**config.mk**
```make
export PLATFORM = sky130hd
export DESIGN_NAME = axi_up_desc_queue
export DESIGN_NICKNAME = d
export VERILOG_FILES = /design/src/rtl/axi_up_pkg.sv /design/src/rtl/axi_up_desc_fifo.sv /design/src/rtl/axi_up_desc_queue.sv
export SDC_FILE = /design/constraint.sdc
export NUM_CORES = 1
export LEC_CHECK = 0
export ABC_AREA = 1
export BUFFER_PORTS_ARGS = -buffer_cell sky130_fd_sc_hd__buf_2
export CAP_MARGIN = 10
export CORE_ASPECT_RATIO = 1.75
export CORE_MARGIN = 5
export CORE_UTILIZATION = 36
export DETAILED_ROUTE_END_ITERATION = 16
export PLACE_DENSITY = 0.5
export REMOVE_ABC_BUFFERS = 1
export SLEW_MARGIN = 40
export SYNTH_ARGS = -nofsm -noshare
export SYNTH_HDL_FRONTEND = slang
export SYNTH_SLANG_ARGS = --single-unit
export TNS_END_PERCENT = 5
```
**constraint.sdc**
```tcl
create_clock -name ACLK -period 5.15 [get_ports ACLK]
set_input_delay 0.515 -clock ACLK [delete_from_list [all_inputs] [get_ports ACLK]]
set_output_delay 0.515 -clock ACLK [all_outputs]
set_load 0.1 [all_outputs]
```
**src/rtl/axi_up_pkg.sv**
```systemverilog
// rtl/axi_up_pkg.sv - shared FSM state and descriptor types for the descriptor queue
package axi_up_pkg;

    localparam int DESC_ADDR_MAX = 64;
    localparam int DESC_SIZE_MAX = 32;

    typedef enum logic [1:0] {
        ST_IDLE,
        ST_ISSUE,
        ST_WAIT_BUSY,
        ST_WAIT_DONE
    } state_t;

    // Fields are sized for the widest supported build; narrower builds zero-extend.
    typedef struct packed {
        logic [DESC_ADDR_MAX-1:0] src;
        logic [DESC_ADDR_MAX-1:0] dst;
        logic [DESC_SIZE_MAX-1:0] size;
    } desc_t;

endpackage

```
**src/rtl/axi_up_desc_fifo.sv**
```systemverilog
// rtl/axi_up_desc_fifo.sv - circular descriptor store with flush that can retain the head
module axi_up_desc_fifo
    import axi_up_pkg::*;
#(
    parameter int DEPTH = 4,
    parameter int CNT_W = $clog2(DEPTH + 1)
) (
    input  logic             clk,
    input  logic             rst,
    input  logic             push,
    input  desc_t            push_desc,
    input  logic             pop,
    input  logic             flush,
    input  logic             keep_head,
    output desc_t            head,
    output logic [CNT_W-1:0] count
);

    localparam int PTR_W = $clog2(DEPTH);

    desc_t            mem [DEPTH];
    logic [PTR_W-1:0] wr_ptr;
    logic [PTR_W-1:0] rd_ptr;
    logic [PTR_W-1:0] rd_next;

    // DEPTH is a power of two, so pointers wrap by natural overflow.
    assign rd_next = pop ? rd_ptr + PTR_W'(1) : rd_ptr;
    assign head    = mem[rd_ptr];

    // Pointer and occupancy bookkeeping; a flush rebuilds wr_ptr behind the surviving head.
    always_ff @(posedge clk or posedge rst) begin
        if (rst) begin
            wr_ptr <= '0;
            rd_ptr <= '0;
            count  <= '0;
        end else begin
            rd_ptr <= rd_next;
            if (flush) begin
                wr_ptr <= rd_next + PTR_W'(keep_head);
                count  <= CNT_W'(keep_head);
            end else begin
                if (push) begin
                    wr_ptr <= wr_ptr + PTR_W'(1);
                end
                count <= count + CNT_W'(push) - CNT_W'(pop);
            end
        end
    end

    // Descriptor storage needs no reset; occupancy alone decides what is valid.
    always_ff @(posedge clk) begin
        if (push) begin
            mem[wr_ptr] <= push_desc;
        end
    end

endmodule

```
**src/rtl/axi_up_desc_queue.sv**
```systemverilog
// rtl/axi_up_desc_queue.sv - descriptor queue feeding a copy engine; AXI_UP_ZERO_SIZE_DROP_EN retires size-0 entries without a trigger
module axi_up_desc_queue
    import axi_up_pkg::*;
#(
    parameter int DEPTH          = 4,
    parameter int REG_SIZE_WIDTH = 15,
    parameter int AXI_ADDR_WIDTH = 32
) (
    input  logic                         ACLK,
    input  logic                         ARESET,
    input  logic                         push_i,
    input  logic [AXI_ADDR_WIDTH-1:0]    push_src_i,
    input  logic [AXI_ADDR_WIDTH-1:0]    push_dst_i,
    input  logic [REG_SIZE_WIDTH-1:0]    push_size_i,
    input  logic                         flush_i,
    input  logic                         clr_ovf_i,
    output logic [AXI_ADDR_WIDTH-1:0]    src_addr_o,
    output logic [AXI_ADDR_WIDTH-1:0]    dst_addr_o,
    output logic [REG_SIZE_WIDTH-1:0]    size_o,
    output logic                         cmd_trigger_pulse_o,
    input  logic                         status_busy_i,
    output logic [$clog2(DEPTH+1)-1:0]   count_o,
    output logic                         full_o,
    output logic                         empty_o,
    output logic                         overflow_o,
    output logic [7:0]                   done_cnt_o
);

    localparam int CNT_W = $clog2(DEPTH + 1);

    state_t state;
    state_t state_next;
    desc_t  push_desc;
    desc_t  head;
    logic   push_ok;
    logic   push_drop;
    logic   pop;
    logic   load;
    logic   trigger;
    logic   keep_head;
    logic   unused_head;

    // A push coinciding with a flush is discarded silently; otherwise a full queue drops it.
    assign push_ok   = push_i && !full_o && !flush_i;
    assign push_drop = push_i &&  full_o && !flush_i;
    assign keep_head = (state != ST_IDLE) && !pop;

    assign push_desc = '{src:  DESC_ADDR_MAX'(push_src_i),
                         dst:  DESC_ADDR_MAX'(push_dst_i),
                         size: DESC_SIZE_MAX'(push_size_i)};

    assign full_o              = (count_o == CNT_W'(DEPTH));
    assign empty_o             = (count_o == '0);
    assign cmd_trigger_pulse_o = trigger;
    assign unused_head         = ^head;

    axi_up_desc_fifo #(
        .DEPTH (DEPTH),
        .CNT_W (CNT_W)
    ) u_fifo (
        .clk       (ACLK),
        .rst       (ARESET),
        .push      (push_ok),
        .push_desc (push_desc),
        .pop       (pop),
        .flush     (flush_i),
        .keep_head (keep_head),
        .head      (head),
        .count     (count_o)
    );

    // Sequencer state register.
    always_ff @(posedge ACLK or posedge ARESET) begin
        if (ARESET) begin
            state <= ST_IDLE;
        end else begin
            state <= state_next;
        end
    end

    // Next state, head load/pop and the one-cycle trigger; starting is held off during a flush
    // so the head being loaded cannot be flushed away underneath the engine.
    always_comb begin
        state_next = state;
        load       = 1'b0;
        pop        = 1'b0;
        trigger    = 1'b0;
        case (state)
            ST_IDLE: begin
                if (!empty_o && !flush_i) begin
`ifdef AXI_UP_ZERO_SIZE_DROP_EN
                    if (head.size == '0) begin
                        pop = 1'b1;
                    end else if (!status_busy_i) begin
                        load       = 1'b1;
                        state_next = ST_ISSUE;
                    end
`else
                    if (!status_busy_i) begin
                        load       = 1'b1;
                        state_next = ST_ISSUE;
                    end
`endif
                end
            end
            ST_ISSUE: begin
                trigger    = 1'b1;
                state_next = ST_WAIT_BUSY;
            end
            ST_WAIT_BUSY: begin
                if (status_busy_i) begin
                    state_next = ST_WAIT_DONE;
                end
            end
            ST_WAIT_DONE: begin
                if (!status_busy_i) begin
                    pop        = 1'b1;
                    state_next = ST_IDLE;
                end
            end
            default: state_next = ST_IDLE;
        endcase
    end

    // Engine-facing descriptor, completion counter and sticky overflow (set beats clear).
    always_ff @(posedge ACLK or posedge ARESET) begin
        if (ARESET) begin
            src_addr_o <= '0;
            dst_addr_o <= '0;
            size_o     <= '0;
            done_cnt_o <= '0;
            overflow_o <= 1'b0;
        end else begin
            if (load) begin
                src_addr_o <= head.src[AXI_ADDR_WIDTH-1:0];
                dst_addr_o <= head.dst[AXI_ADDR_WIDTH-1:0];
                size_o     <= head.size[REG_SIZE_WIDTH-1:0];
            end
            if (pop) begin
                done_cnt_o <= done_cnt_o + 8'd1;
            end
            if (push_drop) begin
                overflow_o <= 1'b1;
            end else if (clr_ovf_i) begin
                overflow_o <= 1'b0;
            end
        end
    end

endmodule

```
==> impl_metrics.ini, run 1 <==
[hold_path]
hold_class = input port to async pin

[yosys]
ys_warn_count = 0
async_flop_share = 0.235
yosysUniqueCellTypes = 27
ys_seq_elements = 413
synth_top_area_share = 0.590
avgSynthCellArea_sq_um = 12.1
syn_area_sq_um = 16100
synth_edf_count = 316
synth_area_leader_cell = edfxtp_1
synth.top_cells.by_count = 316 x edfxtp_1, 258 x o21ai_0, 248 x nor2_1
syn_inst = 1328
yosys_most_used_dff = edfxtp_1
synth_seq_area_share = 0.741
synthTopCellsByArea = edfxtp_1 59%, dfrtp_1 15%, o21ai_0 8.0%
post-synth-top-count-cell = edfxtp_1

[clocking]
clockRootBuffer = clkbuf_16
clk_pin_slew_ns = 0.07
ctsHoldBuffers = 0
h-tree-depth = 2
cts_setup_buffers = 0
cts-resized-gates = 0
cts_inserted_buffers = 41
clockBufferDepth = 3
cts_tree = yes
clk-insertion-delay-late_ns = 0.53
cts_sinks = 413

[sta]
rsz0062_at_grt = no
tightest_slew_ns = 0.788
setup_viol = 0
fin_tns_setup_ns = 0
holdWs_ns = 0.0954
finalCritPeriodShare = 0.541
hold_viol = 0
period_needed_ns = 2.79
skew_ns = 0.00795
slew_viol_final = 0
maxSlewHeadroom = 0.473
finalWorstSetupSlack_ns = 2.36
fmax_mhz = 359

[global_route]
grt_pass1_wl_mm = 62.5
grt_pass1_vias = 10467
track_usage = 0.164
grt_max_degree = 99
grt_overflow = 0
antenna_found_initial = 2

[placed_design]
io_buffers = 178
post-place-ws_ns = 2.13
dp.cells = 2018
place_hpwl_mm = 24.3
gp_congestion = 0.753

[finish]
multiInputGateArea_sq_um = 3670
nNetsFinal = 1589
drive_gt1_frac = 0.185
area_delta_synth_final_pct = 18.0
register_area_sq_um = 11900
diodes = 0
stdcell_count = 2096
fillCellCount = 4136

[floorplanning]
core_area_sq_um = 44300
pin_count = 179
die_w_microns = 170
initial_core_util = 0.363
die_area_sq_um = 49200
row_count = 102
fp.dieH_microns = 290

[flow_run]
cap_violations = 0

[setup_path]
critPathLaunchType = flop
end_kind = flop
worstPathMaxFanout = 37
worstPathArrival_ns = 2.96
worstPathRequired_ns = 5.32
path_class = flop to flop
ff2ff_setup_slack_ns = 2.36

[detailed_routing]
drt-initial-drc-count = 651
dr.pass1.iters = 5
drc = 0
postRouteAntennaNets = 0
via_per_inst = 4.89
wl_per_cell_microns = 19.4
wirelength_mm = 40.6
routed-via-count = 10253

[power]
combPwrFrac = 0.404
peakVddDrop_mv = 0.396
p_sw_w = 0.00578
p_leak_nw = 7.39
intPower_w = 0.00698
p_seq_frac = 0.353
p_total_w = 0.0128
pwr-share-clk = 0.243
power_density_nw_per_um2 = 672
switching_share = 0.453

[outcome]
status = finished clean
==> final cells by class <==
class / instances / area share
sequential: 413 / 0.628
multi-input combinational: 803 / 0.193
clock buffer: 53 / 0.0624
timing repair buffer: 197 / 0.0587
tap: 572 / 0.0377
clock inverter: 23 / 0.0123
inverter: 35 / 0.00758
==> per-stage QoR <==
stage,area [sq um],util
floorplan,15700,-
global placement,17500,0.394
detailed placement,17500,0.396
CTS,18900,0.428
global route,19000,0.429
finish,19000,0.429
==> state kept, by name, indices dropped and copies added, names as in the netlist <==
| signal | count |
|---|---|
| u_fifo.mem | 316 |
| u_fifo.count | 3 |
| done_cnt_o | 8 |
| state | 2 |
| size_o | 15 |
| dst_addr_o | 32 |
| src_addr_o | 32 |
| overflow_o | 1 |
| u_fifo.rd_ptr | 2 |
| u_fifo.wr_ptr | 2 |
==> routing by layer <==
metal / up-vias / global-route usage / wire, microns
met4: 0 / 0.0455 / 928
met2: 207 / 0.307 / 21800
met3: 59 / 0.0230 / 1530
met1: 5055 / 0.197 / 16300
li1: 4932 / - / -
met5: - / 0 / 0
==> final timing paths <==
check,startpoint,to,cells after the start
min in group ACLK,clr_ovf_i,overflow_o,2
worst min register to register,dst_addr_o[13],dst_addr_o[13],2
worst max-delay path,u_fifo.count[1],u_fifo.mem[2][12],5
worst max register to register,u_fifo.count[1],u_fifo.mem[2][12],5
max in group asynchronous,ARESET,src_addr_o[14],4
worst min-delay path,ARESET,dst_addr_o[23],2
==> kinds of logic (layout without fill, tap and decap cells) <==
family          Yosys count  in the layout  synth area share
simple gates            463            463             0.111
flops                   413            413             0.741
compound gates          320            320            0.0999
buf+inv                 112            308            0.0334
fa+ha+maj                13             13            0.0106
xor+xnor                  7              7           0.00381
==> cells in the final DEF (no fill, tap or decap), types with 30 or more instances in the layout <==
cell,n
nor2_1,244
nand2_1,193
edfxtp_1,316
clkbuf_16,43
o21ai_0,258
inv_1,30
o21ai_1,60
buf_2,178
dfrtp_1,96
==> power by group through the flow <==
stage / Clock (W) / Combinational (W) / Sequential (W)
detailed placement: 0 / 0.00524 / 0.00457
global route: 0.00332 / 0.00558 / 0.00457
global placement: 0 / 0.00510 / 0.00461
floorplan: 0 / 0.00167 / 0.00679
finish: 0.00311 / 0.00515 / 0.00450
CTS: 0.00319 / 0.00525 / 0.00451
==> critical path, stage by stage (launching register included) <==
cell	delay, ns
dfrtp_1	0.43
inv_1	0.09
nand3_1	0.13
nand3_1	0.38
nor2_4	0.75
buf_4	0.61
(Power assumes the default switching activity.)
==> inputs of run 2 (changes only) <==
clock period = 2.9 ns   (was 5.15 ns; I/O delays follow)
==> impl_metrics.ini, run 2 (same netlist as run 1, synthesis figures left out) <==
[sta]
tightest_slew_ns = 0.860
finalCritPeriodShare = 0.779
setup_viol = 0
rsz0062_at_grt = no
period_needed_ns = 2.26
slew_viol_final = 0
fmax_mhz = 442
hold_viol = 0
fin_tns_setup_ns = 0
holdWs_ns = 0.0867
skew_ns = 0.0214
maxSlewHeadroom = 0.426

[floorplanning]
die_area_sq_um = 49200
pin_count = 179
row_count = 102
core_area_sq_um = 44300
initial_core_util = 0.363
die_w_microns = 170
fp.dieH_microns = 290

[setup_path]
cpMostUsedCell = nand3_1
critPathLaunchType = flop
worstPathArrival_ns = 2.49
cpLargestDelayFamily = simple AND/OR/NAND/NOR gates
worstPathRequired_ns = 3.13
path_class = flop to flop
path_buf_inv = 2
worstPathCellList = inv_1, nand3_1, nand3_1, nor2_4, buf_12
slowest_stage = nor2_4
worstPathMaxFanout = 20
end_kind = flop
worst_path_largest_cell_delay_ns = 0.68

[clocking]
cts_tree = yes
clockBufferDepth = 3
cts_sinks = 413
h-tree-depth = 2
clk-insertion-delay-late_ns = 0.55
clk_pin_slew_ns = 0.06
clockRootBuffer = clkbuf_16
cts_inserted_buffers = 39
cts-resized-gates = 0

[global_route]
track_usage = 0.156
grt_pass1_vias = 10570
grt_pass1_wl_mm = 60.5
grt_max_degree = 161
grt_overflow = 0
antenna_found_initial = 2

[detailed_routing]
postRouteAntennaNets = 0
wl_per_cell_microns = 17.7
via_per_inst = 4.77
dr.pass1.iters = 5
routed-via-count = 10425
drt-initial-drc-count = 688
wirelength_mm = 38.8
drc = 0

[finish]
final_common_cell = edfxtp_1
area_delta_synth_final_pct = 23.4
largest_reg_flops = 316
stdcell_count = 2185
nNetsFinal = 1678
design_area_sq_um = 19800
reg.largest.list = u_fifo.mem (316), dst_addr_o (32), src_addr_o (32)
largest-register = u_fifo.mem
final_cell_mix = 316 x edfxtp_1, 258 x o21ai_0, 244 x nor2_1
drive_gt1_frac = 0.176

[power]
peakVddDrop_mv = 1.06
power_density_nw_per_um2 = 1130
p_sw_w = 0.0102
combPwrFrac = 0.420
intPower_w = 0.0122
switching_share = 0.453
p_leak_nw = 7.74
pwr-share-clk = 0.229
p_seq_frac = 0.351

[placed_design]
dp.cells = 2029
place_hpwl_mm = 23.4
placed_area_sq_um = 17700
io_buffers = 178
gp_congestion = 0.746

[flow_run]
cap_violations = 0

[hold_path]
hold_class = input port to flop

[outcome]
status = finished clean
## run 2: cell types whose count changed in the layout (fill, tap and decap cells not counted), moves of 3 or more
cell           change
buf_4              +3
clkinv_2           -3
bufinv_16          -3
buf_12             +9
clkbuf_1           +4
dlygate4sd3_1     +82
## run 2: final timing paths
| kind | endpoint | start | slack, ns | cells past startpoint |
|---|---|---|---|---|
| worst max-delay path | u_fifo.mem[2][7] | u_fifo.count[1] | 0.64 | 5 |
| worst min-delay path | overflow_o | push_i | 0.09 | 3 |
| worst max register to register | u_fifo.mem[2][7] | u_fifo.count[1] | 0.64 | 5 |
| worst min register to register | dst_addr_o[24] | dst_addr_o[24] | 0.50 | 2 |
| max in group asynchronous | src_addr_o[23] | ARESET | 1.83 | 4 |
| min in group asynchronous | src_addr_o[29] | ARESET | 0.35 | 3 |
## run 2: per-layer routing
| metal | track usage | routed length [microns] |
|---|---|---|
| met5 | 0 | 0 |
| met4 | 0.0463 | 913 |
| met3 | 0.0223 | 1640 |
| met2 | 0.279 | 20000 |
| met1 | 0.196 | 16200 |
## run 2: layout make-up
cell class,instances,area (sq um)
Fill cell,4100,24400
Sequential cell,413,11900
Multi-Input combinational cell,803,3660
Timing Repair Buffer,288,2100
Clock buffer,57,1190
Tap cell,572,716
Inverter,35,141
Clock inverter,15,119
Antenna cell,2,5.00
## run 2: power groups by stage
stage	combinational, W	sequential, W	clock (W)
after detailed placement	0.00946	0.00798	0
final	0.00942	0.00786	0.00514
after global placement	0.00942	0.00796	0
after floorplan	0.00296	0.0121	0
after CTS	0.00959	0.00786	0.00529
after global routing	0.0102	0.00797	0.00555
## run 2: metrics by stage
stage,worst slack (ns),utilization,power (W)
4_1_cts,0.597,0.448,0.0227
5_1_grt,0.462,0.448,0.0237
2_1_floorplan,-2.43,-,0.0150
3_3_place_gp,0.637,0.400,0.0174
3_5_place_dp,0.620,0.400,0.0174
6_report,0.640,0.448,0.0224
## run 2: worst reg2reg max path: cells and delay by family (launching register included)
kind | cells | cell delay, ns
buffers and inverters | 2 | 0.35
and+or+nand+nor | 3 | 1.20
DFF | 1 | 0.42
## run 2: repair_timing
action	CTS	global route
hold endpoints to repair	361	4
buffers inserted	0	0
hold buffers	81	1
==> inputs of run 3 (changes only) <==
PLACE_DENSITY = 0.52   (was 0.5)
clock period = 1.9 ns   (was 2.9 ns; I/O delays follow)
==> impl_metrics.ini, run 3 (same netlist as run 1, synthesis figures left out) <==
[clocking]
clk-insertion-delay-late_ns = 0.53
cts_setup_buffers = 0
cts_sinks = 413
cts_tree = yes
h-tree-depth = 2
clockRootBuffer = clkbuf_16
clockBufferDepth = 3
cts_inserted_buffers = 39
clk_pin_slew_ns = 0.06

[finish]
drive_gt1_frac = 0.185
largest_reg_flops = 316
largest-register = u_fifo.mem
final_cell_mix = 316 x edfxtp_1, 258 x o21ai_0, 244 x nor2_1
area_delta_synth_final_pct = 24.9
fin_util = 0.454
final_common_cell = edfxtp_1
reg.largest.list = u_fifo.mem (316), dst_addr_o (32), src_addr_o (32)
nNetsFinal = 1701
stdcell_count = 2205

[power]
pwr-share-clk = 0.218
intPower_w = 0.0187
peakVddDrop_mv = 1.36
switching_share = 0.452
p_seq_frac = 0.353
combPwrFrac = 0.428
p_leak_nw = 7.85
p_total_w = 0.0342
p_sw_w = 0.0154
power_density_nw_per_um2 = 1700

[floorplanning]
initial_core_util = 0.363
core_area_sq_um = 44300
pin_count = 179
row_count = 102
die_area_sq_um = 49200
fp.dieH_microns = 290
die_w_microns = 170

[sta]
finalCritPeriodShare = 0.988
rsz0062_at_grt = yes
maxSlewHeadroom = 0.631
holdWs_ns = 0.0533
fin_tns_setup_ns = 0
skew_ns = 0.0152
setup_viol = 0
tightest_slew_ns = 0.557
fmax_mhz = 533
hold_viol = 0
period_needed_ns = 1.88
slew_viol_final = 0

[setup_path]
worstPathMaxFanout = 2
worstPathRequired_ns = 2.31
reg2reg_depth = 9
worst_path_largest_cell_delay_ns = 0.52
cp-startpoint = state[1]
r2r-start = state[1]
cpLargestDelayFamily = adder cells
end_kind = flop
worstPathArrival_ns = 2.29
worstPathCellList = ha_2, inv_2, nor2_4, ha_1, inv_1, ha_1, inv_1, fa_2, nor2_1
path_buf_inv = 3
slowest_stage = fa_2
critPathLaunchType = flop
cp.depth = 9
path_class = flop to flop

[global_route]
track_usage = 0.158
grt_pass1_wl_mm = 60.8
grt_max_degree = 97
antenna_found_initial = 2
grt_overflow = 0
grt_pass1_vias = 10928

[placed_design]
dp.cells = 2052
io_buffers = 178
gp_congestion = 0.740
place_hpwl_mm = 24.0

[flow_run]
cap_violations = 0

[detailed_routing]
wirelength_mm = 39.4
drt-initial-drc-count = 463
drc = 0
wl_per_cell_microns = 17.9
via_per_inst = 4.83
routed-via-count = 10657
postRouteAntennaNets = 0
dr.pass1.iters = 5

[hold_path]
holdCritStartpoint = push_i
hold_depth = 3
hold_class = input port to flop

[outcome]
status = finished clean
-- run 3: repair_timing --
action                                  4_1_cts  5_1_grt
hold endpoints to repair                    398        0
gates resized for setup                       4        4
endpoints found under the setup margin        3       11
pin swaps                                     1        1
hold buffers                                 82        0
-- run 3: path summary, 6_finish.rpt --
path / to / slack [ns]
min: overflow_o / 0.05
max in group asynchronous: src_addr_o[11] / 1.13
min in group asynchronous: src_addr_o[28] / 0.19
min reg2reg: dst_addr_o[9] / 0.50
max: u_fifo.count[1] / 0.02
max reg2reg: u_fifo.count[1] / 0.02
-- run 3: layout make-up --
class	instances	area [sq um]
inverter	35	139
sequential	413	11900
clock buffer	54	1070
antenna	2	5.00
fill	4068	24200
timing repair buffer	311	2430
tap	572	716
clock inverter	15	133
multi-input combinational	803	3670
-- run 3: per-layer routing --
metal | up-vias | global-route usage | part of all wire
li1 | 5148 | - | -
met1 | 5240 | 0.187 | 0.40
met2 | 208 | 0.291 | 0.53
met3 | 61 | 0.0216 | 0.036
met4 | 0 | 0.0570 | 0.027
met5 | - | 0 | 0
-- run 3: per-stage QoR --
stage	worst slack (ns)	area (sq um)
4_1_cts	0.0288	20100
3_5_place_dp	-0.0354	18000
6_report	0.0230	20100
3_3_place_gp	-0.0373	18000
2_1_floorplan	-3.43	15700
5_1_grt	-0.0505	20100
-- run 3: power groups by stage --
stage                     Clock (W)  Sequential [W]  Combinational (W)
final                       0.00746          0.0121             0.0146
after global routing        0.00806          0.0122             0.0158
after CTS                   0.00768          0.0121             0.0148
after detailed placement          0          0.0123             0.0147
after global placement            0          0.0122             0.0145
after floorplan                   0          0.0183            0.00420
-- run 3: worst reg2reg max path: stages, from the launching register on --
cell	delay, ns
dfrtp_1	0.39
ha_2	0.20
inv_2	0.08
nor2_4	0.04
ha_1	0.26
inv_1	0.05
ha_1	0.13
inv_1	0.05
fa_2	0.52
nor2_1	0.04
